**config.mk**
```make
export PLATFORM = sky130hd
export DESIGN_NAME = slice_packer
export DESIGN_NICKNAME = d
export VERILOG_FILES = /design/src/rtl/slice_packer.sv
export SDC_FILE = /design/constraint.sdc
export NUM_CORES = 1
export LEC_CHECK = 0
export BUFFER_PORTS_ARGS = -buffer_cell sky130_fd_sc_hd__buf_4
export CAP_MARGIN = 20
export CORE_MARGIN = 1.5
export CORE_UTILIZATION = 59
export CTS_CLUSTER_SIZE = 14
export DETAILED_ROUTE_END_ITERATION = 16
export HOLD_SLACK_MARGIN = 0.03
export PLACE_DENSITY = 0.88
export SYNTH_ARGS = -nofsm -noshare
export SYNTH_HDL_FRONTEND = slang
export SYNTH_SLANG_ARGS = --single-unit
```
**constraint.sdc**
```tcl
create_clock -name clk -period 4.17 [get_ports clk]
set_clock_uncertainty 0.15 [all_clocks]
set_input_delay 0.2085 -clock clk [delete_from_list [all_inputs] [get_ports clk]]
set_output_delay 0.2085 -clock clk [all_outputs]
set_load 0.01 [all_outputs]
```
**src/rtl/slice_packer.sv**
```systemverilog
// Registered slice/concatenate/mask packer: each accepted beat yields one chunk,
// and chunks are packed MSB-first into a BEATS-chunk word, replicated, or flushed early.
module slice_packer #(
    parameter int unsigned         IN_W    = 8,
    parameter int unsigned         SLICE_W = 4,
    parameter int unsigned         BEATS   = 3,
    parameter logic [2*SLICE_W-1:0] MASK   = '1
) (
    input  logic                            clk,
    input  logic                            rst,
    input  logic                            in_valid,
    output logic                            in_ready,
    input  logic [IN_W-1:0]                 a,
    input  logic [IN_W-1:0]                 b,
    input  logic                            mode,
    input  logic                            flush,
    output logic                            out_valid,
    input  logic                            out_ready,
    output logic [BEATS*2*SLICE_W-1:0]      out_data,
    output logic [$clog2(BEATS+1)-1:0]      out_chunks
);

    localparam int unsigned CH_W  = 2 * SLICE_W;
    localparam int unsigned OUT_W = BEATS * CH_W;
    localparam int unsigned CNT_W = $clog2(BEATS + 1);
    localparam logic [CNT_W-1:0] LAST = CNT_W'(BEATS - 1);

    typedef enum logic {
        MODE_PACK = 1'b0,
        MODE_REPL = 1'b1
    } mode_e;

    logic [OUT_W-1:0] acc_q, acc_d;
    logic [CNT_W-1:0] cnt_q, cnt_d;
    mode_e            lmode_q, lmode_d;
    logic             out_valid_q, out_valid_d;
    logic [OUT_W-1:0] out_data_q, out_data_d;
    logic [CNT_W-1:0] out_chunks_q, out_chunks_d;

    logic [CH_W-1:0]  chunk;
    mode_e            eff_mode;
    logic             can_load;
    logic             completes;
    logic             in_ready_c;
    logic             accept;
    logic             do_complete;
    logic             do_flush;
    logic             do_load;
    logic [CNT_W-1:0] present;
    logic [OUT_W-1:0] acc_ins;
    logic [OUT_W-1:0] acc_new;

    assign chunk = {a[IN_W-1 -: SLICE_W], b[SLICE_W-1:0]} & MASK;

    generate
        if (SLICE_W < IN_W) begin : g_unused
            logic unused_bits;
            assign unused_bits = ^{a[IN_W-SLICE_W-1:0], b[IN_W-1:SLICE_W]};
        end
    endgenerate

    always_comb begin
        can_load  = !out_valid_q || out_ready;
        eff_mode  = (cnt_q == '0) ? mode_e'(mode) : lmode_q;
        completes = ((eff_mode == MODE_REPL) && (cnt_q == '0)) || (cnt_q == LAST);
        // Only a beat that would need the output register stalls behind a held word.
        in_ready_c = can_load || !(completes || flush);
        accept     = in_valid && in_ready_c;

        acc_ins = acc_q;
        for (int unsigned k = 0; k < BEATS; k++) begin
            if (cnt_q == CNT_W'(k)) begin
                acc_ins[OUT_W-1-k*CH_W -: CH_W] = chunk;
            end
        end
        acc_new = accept ? acc_ins : acc_q;

        present     = cnt_q + CNT_W'(accept);
        do_complete = accept && completes;
        do_flush    = flush && can_load && (present != '0);
        do_load     = do_complete || do_flush;

        acc_d        = acc_new;
        cnt_d        = accept ? cnt_q + CNT_W'(1) : cnt_q;
        lmode_d      = (accept && (cnt_q == '0)) ? mode_e'(mode) : lmode_q;
        out_valid_d  = out_valid_q;
        out_data_d   = out_data_q;
        out_chunks_d = out_chunks_q;

        if (do_load) begin
            acc_d       = '0;
            cnt_d       = '0;
            out_valid_d = 1'b1;
            if (do_complete && (eff_mode == MODE_REPL)) begin
                out_data_d   = {BEATS{chunk}};
                out_chunks_d = CNT_W'(BEATS);
            end else begin
                out_data_d   = acc_new;
                out_chunks_d = present;
            end
        end else if (out_ready) begin
            out_valid_d = 1'b0;
        end
    end

    always_ff @(posedge clk or posedge rst) begin
        if (rst) begin
            acc_q        <= '0;
            cnt_q        <= '0;
            lmode_q      <= MODE_PACK;
            out_valid_q  <= 1'b0;
            out_data_q   <= '0;
            out_chunks_q <= '0;
        end else begin
            acc_q        <= acc_d;
            cnt_q        <= cnt_d;
            lmode_q      <= lmode_d;
            out_valid_q  <= out_valid_d;
            out_data_q   <= out_data_d;
            out_chunks_q <= out_chunks_d;
        end
    end

    assign in_ready   = in_ready_c;
    assign out_valid  = out_valid_q;
    assign out_data   = out_data_q;
    assign out_chunks = out_chunks_q;

    a_cnt_range: assert property (@(posedge clk) disable iff (rst)
        cnt_q < CNT_W'(BEATS));
    a_hold_stable: assert property (@(posedge clk) disable iff (rst)
        (out_valid_q && !out_ready) |=> (out_valid_q && $stable(out_data_q) && $stable(out_chunks_q)));

endmodule

```
==> impl_metrics.env <==
export IMPL_rsz0062_at_grt="false"
export IMPL_rr_startpoint="cnt_q[0]"
export IMPL_worst_pin_slew_ns=0.842
export IMPL_gp_congestion=0.810
export IMPL_fmax_mhz=304
export IMPL_relSlewSlack=0.439
export IMPL_grt_use_total=0.253
export IMPL_wl_per_cell_um=16.0
export IMPL_cts_reportedPaths_clkPinSlew_ns=0.09
export IMPL_chipHeight_um=69.2
export IMPL_portBuffers=41
export IMPL_synthToLayoutAreaGrowth_pct=17.9
export IMPL_synth_area_top_cells="dfrtp_1 (52%), nand2_1 (6.5%), mux2i_1 (6.2%), nand3_1 (4.1%), a31oi_1 (3.9%)"
export IMPL_seq_area_frac_synth=0.523
export IMPL_clock_sinks=54
export IMPL_synth_distinct_cells=30
export IMPL_crit_path_end_kind="flip-flop"
export IMPL_syn_inst=268
export IMPL_yosysTopAreaCell="dfrtp_1"
export IMPL_cts_buffers=5
export IMPL_coreArea_mm2=0.00412
export IMPL_path_cells="inv_1 > ha_1 > a211oi_4 > o21ai_0 > inv_1 > ha_1 > xor2_1 > o211a_1 > mux2i_1 > o21ai_0"
export IMPL_status="finished clean"
export IMPL_rows=23
export IMPL_endpoint="out_data[3]"
export IMPL_setup_viol=0
export IMPL_h_tree_depth=2
export IMPL_cellPowerDensity_mw_per_mm2=704
export IMPL_io_pins=50
export IMPL_clk_latency_ns=0.31
export IMPL_hold_viol_final=0
export IMPL_clockBufferDepth=2
export IMPL_grt_max_degree=55
export IMPL_detail_route_antenna_nets=0
export IMPL_hp_class="primary input to flip-flop"
export IMPL_ys_flop_type="dfrtp_1"
export IMPL_initialDrtViolationCount=261
export IMPL_synth_top_area_frac=0.523
export IMPL_arrival_ns=3.34
export IMPL_dpl_hpwl_mm=3.73
export IMPL_post_cts_resized=0
export IMPL_total_power_mw=2.14
export IMPL_fin_crit_ns=3.29
export IMPL_grt_pass1_vias=2020
export IMPL_fin_util=0.740
export IMPL_worstPathRequired_ns=4.23
export IMPL_worstRegToRegCells=10
export IMPL_crit_start="cnt_q[0]"
export IMPL_report_final_slew_viol_count=0
export IMPL_crit_path_max_fanout=23
export IMPL_holdBufCountCts=6
export IMPL_final_cell_mix="dfrtp_1 (54), nand2_1 (45), buf_4 (42)"
export IMPL_drive_gt1_frac=0.195
export IMPL_fin_tns_setup_ns=0
export IMPL_grt_pass1_wl_mm=9.65
export IMPL_initial_core_util=0.628
export IMPL_r2r_end="out_data[3]"
export IMPL_synth_seq_cells=54
export IMPL_cts_tree="yes"
export IMPL_mappedNetlistNets=294
export IMPL_slowest_delay_ns=0.74
export IMPL_start_kind="flip-flop"
export IMPL_syn_cell_area_mm2=0.00258
export IMPL_synth_edf_count=0
export IMPL_ys_warn_count=0
export IMPL_root_buffer="clkbuf_8"
export IMPL_die_w_um=69.2
export IMPL_die_area_mm2=0.00479
export IMPL_final_common_cell="dfrtp_1"
export IMPL_synth_avg_cell_area_um2=9.65
export IMPL_cap_violations=0
export IMPL_num_vias=2106
export IMPL_min_period_over_period=0.788
export IMPL_antenna_found_initial=0
export IMPL_worstSetupPathType="flip-flop to flip-flop"
export IMPL_power_leakage_nw=1.44
export IMPL_drt_total_wl_mm=5.72
export IMPL_layout_nets=333
export IMPL_num_antenna_cells=0
export IMPL_drtPass1Iterations=4
export IMPL_slowest_stage="o211a_1"
export IMPL_drc=0
export IMPL_r2r_slack_ns=0.88
export IMPL_vdd_ir_drop_worst_mv=0.405
export IMPL_postCtsSetupRepairBufs=0
export IMPL_synthArstFlopShare=1.00
export IMPL_grt_overflow=0
export IMPL_routed_via_density=5.88
==> cell type report <==
| type | instances | area [µm²] |
|---|---|---|
| Tap cell | 50 | 62.6 |
| Multi-Input combinational cell | 190 | 1100 |
| Clock buffer | 6 | 72.6 |
| Sequential cell | 54 | 1350 |
| Clock inverter | 2 | 13.8 |
| Inverter | 4 | 15.0 |
| Timing Repair Buffer | 52 | 430 |
| Fill cell | 298 | 1070 |
==> metal layers <==
metal	wire length [µm]	part of all wire	global-route usage
met1	2460	0.43	0.341
met2	2820	0.49	0.410
met3	349	0.061	0.0422
met4	92	0.016	0.100
met5	0	0	0
==> how the worst min path moves through the flow <==
| stage | start | end | slack (ns) | cells after the start |
|---|---|---|---|---|
| after CTS | b[3] | out_data[3] | 0.03 | 3 |
| after detailed placement | mode | lmode_q | 0.31 | 3 |
| after floorplan | mode | lmode_q | 0.16 | 2 |
| after global routing | a[5] | acc_q[13] | 0.03 | 3 |
| final | a[6] | out_data[6] | 0.03 | 3 |
| after global placement | mode | lmode_q | 0.30 | 3 |
==> flip-flops by register name, summed over array words and instances, names as in the netlist <==
name and count:
out_valid 1, acc_q 24, out_data 24, out_chunks 2, lmode_q 1, cnt_q 2
==> logic make-up after synthesis <==
kind of cell / Yosys count / share of synthesized area
and+or+nand+nor: 99 / 0.171
adders and majority gates: 4 / 0.0194
buffers and inverters: 24 / 0.0513
xor gates and xnor gates: 2 / 0.00678
muxes: 17 / 0.0678
AOI/OAI and AO/OA: 68 / 0.161
DFF: 54 / 0.523
==> per-stage QoR <==
stage / area, µm² / std cells / hold slack (ns) / worst slack, ns
floorplan: 2580 / 268 / 0.164 / 1.48
global placement: 2850 / 340 / 0.300 / 0.960
detailed placement: 2850 / 340 / 0.307 / 0.851
CTS: 2990 / 354 / 0.0302 / 0.827
global route: 3050 / 358 / 0.0323 / 0.628
finish: 3050 / 358 / 0.0289 / 0.882
==> power by group <==
group	leakage, nW	internal [mW]	switching (mW)	total [mW]
combinational	0.705	0.429	0.557	0.986
clock	0.0452	0.119	0.170	0.289
sequential	0.694	0.747	0.122	0.869
total	1.44	1.29	0.849	2.14
==> synthesized netlist by cell type (all sizes together), types with 2 or more instances <==
cell type  count
dfrtp         54
nand2         45
o21ai         26
nand3         21
buf           19
a21oi         18
nor3          17
a31oi         16
mux2i         16
nor2          10
ha             4
inv            4
o211a          3
o211ai         3
nand4          2
==> critical path: cells and delay by family, from the launching register on <==
| kind | cells | cell delay [ns] |
|---|---|---|
| AO/OA/AOI/OAI | 4 | 1.45 |
| adder cells (fa/ha/maj) | 2 | 0.47 |
| flip-flops | 1 | 0.38 |
| multiplexers | 1 | 0.27 |
| XOR/XNOR | 1 | 0.26 |
| buffers and inverters | 2 | 0.20 |
Note: power is estimated with default switching activity, not from simulation.
